**src/rtl/medida_serial_tx.sv**
```systemverilog
// Sends a latched 3-digit BCD distance over UART 8N1 as four ASCII characters
// (hundreds, tens, units, '#'), with busy and done indications for the host FSM.
module medida_serial_tx #(
    parameter int BIT_TICKS = 434,
    parameter int CNT_W     = 9
) (
    input  logic        clock,
    input  logic        reset,
    input  logic [11:0] medida,
    input  logic        pronto_medida,
    output logic        saida_serial,
    output logic        ocupado,
    output logic        pronto,
    output logic [3:0]  db_estado
);

    if (BIT_TICKS < 2 || (64'd1 << CNT_W) <= 64'(BIT_TICKS)) begin : g_param_check
        $error("medida_serial_tx: BIT_TICKS must be >= 2 and fit in CNT_W bits");
    end

    typedef enum logic [3:0] {
        S_IDLE  = 4'd0,
        S_START = 4'd1,
        S_DADOS = 4'd2,
        S_STOP  = 4'd3,
        S_FIM   = 4'd4
    } state_t;

    localparam logic [CNT_W-1:0] TICK_LAST = CNT_W'(BIT_TICKS - 1);
    localparam logic [CNT_W-1:0] TICK_ONE  = CNT_W'(1);

    state_t           state_q,    state_d;
    logic [CNT_W-1:0] tick_q,     tick_d;
    logic [2:0]       bit_idx_q,  bit_idx_d;
    logic [1:0]       char_idx_q, char_idx_d;
    logic [11:0]      medida_q,   medida_d;
    logic             serial_q,   serial_d;
    logic             ocupado_q,  ocupado_d;
    logic             pronto_q,   pronto_d;

    logic             tick_wrap;
    logic [2:0]       bit_idx_inc;
    logic [7:0]       cur_char;

    // Non-BCD nibbles are shown as '?' so a corrupted measurement is visible on the terminal.
    function automatic logic [7:0] digit_ascii(input logic [3:0] d);
        logic [7:0] c;
        if (d > 4'd9) begin
            c = 8'h3F;
        end else begin
            c = 8'h30 + {4'h0, d};
        end
        return c;
    endfunction

    assign tick_wrap   = (tick_q == TICK_LAST);
    assign bit_idx_inc = bit_idx_q + 3'd1;

    always_comb begin
        cur_char = 8'h23;
        case (char_idx_q)
            2'd0:    cur_char = digit_ascii(medida_q[11:8]);
            2'd1:    cur_char = digit_ascii(medida_q[7:4]);
            2'd2:    cur_char = digit_ascii(medida_q[3:0]);
            default: cur_char = 8'h23;
        endcase
    end

    always_comb begin
        state_d    = state_q;
        tick_d     = tick_wrap ? '0 : tick_q + TICK_ONE;
        bit_idx_d  = bit_idx_q;
        char_idx_d = char_idx_q;
        medida_d   = medida_q;
        serial_d   = serial_q;
        ocupado_d  = ocupado_q;
        pronto_d   = 1'b0;

        case (state_q)
            S_IDLE: begin
                tick_d    = '0;
                serial_d  = 1'b1;
                ocupado_d = 1'b0;
                if (pronto_medida) begin
                    medida_d   = medida;
                    char_idx_d = 2'd0;
                    state_d    = S_START;
                    serial_d   = 1'b0;
                    ocupado_d  = 1'b1;
                end
            end
            S_START: begin
                if (tick_wrap) begin
                    state_d   = S_DADOS;
                    bit_idx_d = 3'd0;
                    serial_d  = cur_char[0];
                end
            end
            S_DADOS: begin
                if (tick_wrap) begin
                    if (bit_idx_q == 3'd7) begin
                        state_d  = S_STOP;
                        serial_d = 1'b1;
                    end else begin
                        bit_idx_d = bit_idx_inc;
                        serial_d  = cur_char[bit_idx_inc];
                    end
                end
            end
            S_STOP: begin
                if (tick_wrap) begin
                    if (char_idx_q < 2'd3) begin
                        // Next character follows immediately, no idle gap on the line.
                        char_idx_d = char_idx_q + 2'd1;
                        state_d    = S_START;
                        serial_d   = 1'b0;
                    end else begin
                        state_d  = S_FIM;
                        serial_d = 1'b1;
                        pronto_d = 1'b1;
                    end
                end
            end
            S_FIM: begin
                tick_d    = '0;
                state_d   = S_IDLE;
                serial_d  = 1'b1;
                ocupado_d = 1'b0;
            end
            default: begin
                tick_d    = '0;
                state_d   = S_IDLE;
                serial_d  = 1'b1;
                ocupado_d = 1'b0;
            end
        endcase
    end

    always_ff @(posedge clock or negedge reset) begin
        if (!reset) begin
            state_q    <= S_IDLE;
            tick_q     <= '0;
            bit_idx_q  <= 3'd0;
            char_idx_q <= 2'd0;
            medida_q   <= 12'h000;
            serial_q   <= 1'b1;
            ocupado_q  <= 1'b0;
            pronto_q   <= 1'b0;
        end else begin
            state_q    <= state_d;
            tick_q     <= tick_d;
            bit_idx_q  <= bit_idx_d;
            char_idx_q <= char_idx_d;
            medida_q   <= medida_d;
            serial_q   <= serial_d;
            ocupado_q  <= ocupado_d;
            pronto_q   <= pronto_d;
        end
    end

    assign saida_serial = serial_q;
    assign ocupado      = ocupado_q;
    assign pronto       = pronto_q;
    assign db_estado    = state_q;

endmodule

```
**config.mk**
```make
export PLATFORM = sky130hd
export DESIGN_NAME = medida_serial_tx
export DESIGN_NICKNAME = d
export VERILOG_FILES = /design/src/rtl/medida_serial_tx.sv
export SDC_FILE = /design/constraint.sdc
export NUM_CORES = 1
export LEC_CHECK = 0
export ABC_AREA = 0
export CORE_AREA = 5 5 83 85
export DETAILED_ROUTE_END_ITERATION = 10
export DIE_AREA = 0 0 88 90
export GPL_TIMING_DRIVEN = 0
export RECOVER_POWER = 50
export SYNTH_ARGS = -nofsm -noshare
export SYNTH_HDL_FRONTEND = slang
export SYNTH_SLANG_ARGS = --single-unit
```
**constraint.sdc**
```tcl
create_clock -name clock -period 3.3 [get_ports clock]
set_input_delay 0.66 -clock clock [delete_from_list [all_inputs] [get_ports clock]]
set_output_delay 0.66 -clock clock [all_outputs]
set_load 0.03 [all_outputs]
```
==> results.ini <==
[logic_synthesis]
syn_nets = 199
synthDistinctLibCells = 44
postSynthCellCount = 175
syn_area_um2 = 1770
seq_area_frac_synth_pct = 45.4
avgSynthCellArea_um2 = 10.1
synth_top_area_share_pct = 43.9
synthTopCellsByArea = dfrtp_1 44%, mux2_2 7.6%, ha_1 6.4%, nor2_1 4.2%, a21oi_1 3.1%
yosysWarnings = 0
synth-seq-cells = 32
synth_area_leader_cell = dfrtp_1

[worst_setup_path]
cp-end-kind = register
critPathLaunchType = input pin
critPathMaxFanout = 10
critPathKind = input pin to register
crit_required_ns = 3.47
slowest_delay_ns = 0.57
path_delay_family = buffers and inverters
slowest_stage = dlygate4sd3_1
worstPathCellList = dlygate4sd3_1 -> nor4b_2 -> buf_2 -> mux2_2
critPathBufInv = 2
crit_arrival_ns = 2.50

[clock_tree]
tritoncts = yes
clk_pin_slew_ns = 0.06
cts_buffer_depth = 2
clkLatencyLatePin_ns = 0.28
cts_setup_buffers = 0
cts_buffers = 5
cts_resized = 0
cts_max_level = 2
cts-root-buf = clkbuf_8
clkSinkCount = 32
postCtsHoldBufs = 0

[floorplanning]
die_width_um = 88
ioPinCount = 22
start_util_pct = 28.8
rows = 29
die-area_um2 = 7920
core_um2 = 6130
die_h_um = 90

[power_and_ir_drop]
power.share.switching_pct = 31.9
power_density_nw_per_um2 = 618
p_seq_share_pct = 47.7
ir_drop_uv = 177
power.leakage_nw = 0.905
p_int_w = 0.000909
clockPowerShare_pct = 24.4
switchingPower_w = 0.000425
power_w = 0.00133
p_comb_share_pct = 27.9

[route]
drc = 0
first_pass_iters = 4
num_vias = 1303
drtIter0Drc = 52
final_antenna_net_count = 0
wl_per_cell_um = 11.8
via_per_inst = 4.65
wl_mm = 3.30

[final_layout]
drive_gt1_share_pct = 15.3
finalNetCount = 226
antenna_cells = 0
fillers = 628
area_growth_pct = 22.0

[outcome]
status = finished, violations left
violations = max-capacitance violations, max-slew violations

[job]
maxCapViolCount = 1

[timing]
finClkSkew_ns = 0.00810
finalSetupViolCount = 0
fin_crit_sh_pct = 70.6
finalHoldViolations = 0
worstMarginPinSlew_ns = 1.66
period_needed_ns = 2.33
fin_tns_setup_ns = 0
maxSlewHeadroom_pct = -10.7
max_freq_mhz = 429
rsz0062_at_grt = false
slew_violations = 33

[place]
routabilityCongestion = 0.815
hpwl_mm = 2.48
port_buffers = 20

[worst_hold_path]
min_path_type = register to register

[grt]
grt_pass1_wl_mm = 5.88
grt_overflow = 0
grt_max_degree = 33
grt_pass1_vias = 1325
gr-usage-all-layers_pct = 9.25
antenna_found_initial = 0

layout by cell type, fill, tap and decap left out, drive strengths merged, types with 2 or more instances in the layout:
master          n
nor2           20
a22oi           3
o21ai          12
clkbuf         11
xnor2           4
mux2i           2
nand3b          2
nand2b          3
mux2           12
or3             4
nor3b           2
clkdlybuf4s50  18
nor3            5
buf             5
a21oi          11
nand2          12
ha              9
dfrtp          31
nor4            2
inv            10
nand3           3
xor2            3
o22ai           3
sequential cells by signal, indices dropped and copies added, names as in the netlist:
| name | cells |
|---|---|
| medida_q | 12 |
| tick_q | 9 |
| ocupado | 1 |
| saida_serial | 1 |
| db_estado | 3 |
| char_idx_q | 2 |
| bit_idx_q | 3 |
| pronto | 1 |
stage by stage:
step / cell area (um2) / hold WS, ns / util, % / worst slack (ns) / cells
final: 2160 / 0.483 / 35.2 / 0.970 / 280
after global routing: 2160 / 0.509 / 35.2 / 0.855 / 280
after CTS: 2160 / 0.453 / 35.2 / 1.01 / 280
after detailed placement: 2060 / 0.481 / 33.6 / 0.717 / 272
after global placement: 2060 / 0.474 / 33.7 / 0.723 / 272
after floorplan: 1770 / 0.364 / - / 1.44 / 175
per-layer routing:
| metal | GRT usage [%] | share of wire [%] |
|---|---|---|
| met1 | 12.4 | 50 |
| met2 | 13.7 | 45 |
| met3 | 2.29 | 3.9 |
| met4 | 4.60 | 1.7 |
| met5 | 0 | 0 |
worst paths after layout:
check,cells past startpoint,slack [ns],to,from
max,4,0.97,medida_q[7],pronto_medida
min,1,0.48,tick_q[0],tick_q[0]
max reg2reg,8,1.27,bit_idx_q[0],tick_q[1]
min reg2reg,1,0.48,tick_q[0],tick_q[0]
max in group asynchronous,1,1.54,db_estado[1],reset
min in group asynchronous,1,0.79,pronto,reset
final cells by class:
class | instances | area (um2) | area share, %
Multi-Input combinational cell | 126 | 873 | 40.5
Timing Repair Buffer | 20 | 194 | 8.99
Sequential cell | 32 | 802 | 37.2
Tap cell | 77 | 96.3 | 4.47
Buffer | 7 | 53.8 | 2.49
Clock buffer | 8 | 100 | 4.64
Inverter | 10 | 37.5 | 1.74
cell usage after synthesis (all sizes together):
cell type	n
a2111oi	1
inv	10
clkbuf	2
nor4b	1
a221oi	1
nand3	3
buf	5
a21oi	11
nor3b	2
o31ai	1
o32a	1
ha	9
nand2	12
mux2i	2
xor2	3
nand3b	2
a21o	1
nor3	5
or4	1
o22ai	3
dfstp	1
xnor2	4
a21boi	1
nor2	20
or3	4
conb	1
dfrtp	31
nand2b	3
o21bai	1
and3	1
a22oi	3
nand4	1
o21ai	12
nor2b	1
a311o	1
mux2	12
nor4	2
logic make-up (layout without fill, tap and decap cells):
kind of cell               count (synthesis)  in the layout  share of synthesized area (%)
and+or+nand+nor                           58             58                           17.7
buffers and inverters                     17             45                           5.24
xor gates and xnor gates                   7              7                           3.47
other                                      1              1                          0.212
muxes                                     14             14                           8.78
adders and majority gates                  9              9                           6.37
AOI/OAI and AO/OA                         37             37                           12.9
DFF                                       32             32                           45.4
power groups by stage:
stage          combinational (W)  sequential (W)  clock, W
6_report                0.000372        0.000637  0.000326
5_1_grt                 0.000421        0.000660  0.000354
4_1_cts                 0.000378        0.000638  0.000341
3_5_place_dp            0.000376        0.000645         0
3_3_place_gp            0.000374        0.000640         0
2_1_floorplan           0.000251        0.000645         0
worst reg2reg max path: cells and delay by family, from the launching register on:
kind | cells | cell delay (ns)
and+or+nand+nor | 4 | 1.08
DFF | 1 | 0.38
buffers and inverters | 2 | 0.27
adders and majority gates | 1 | 0.13
AOI/OAI and AO/OA | 1 | 0.10
Note: power is estimated with default switching activity, not from simulation.
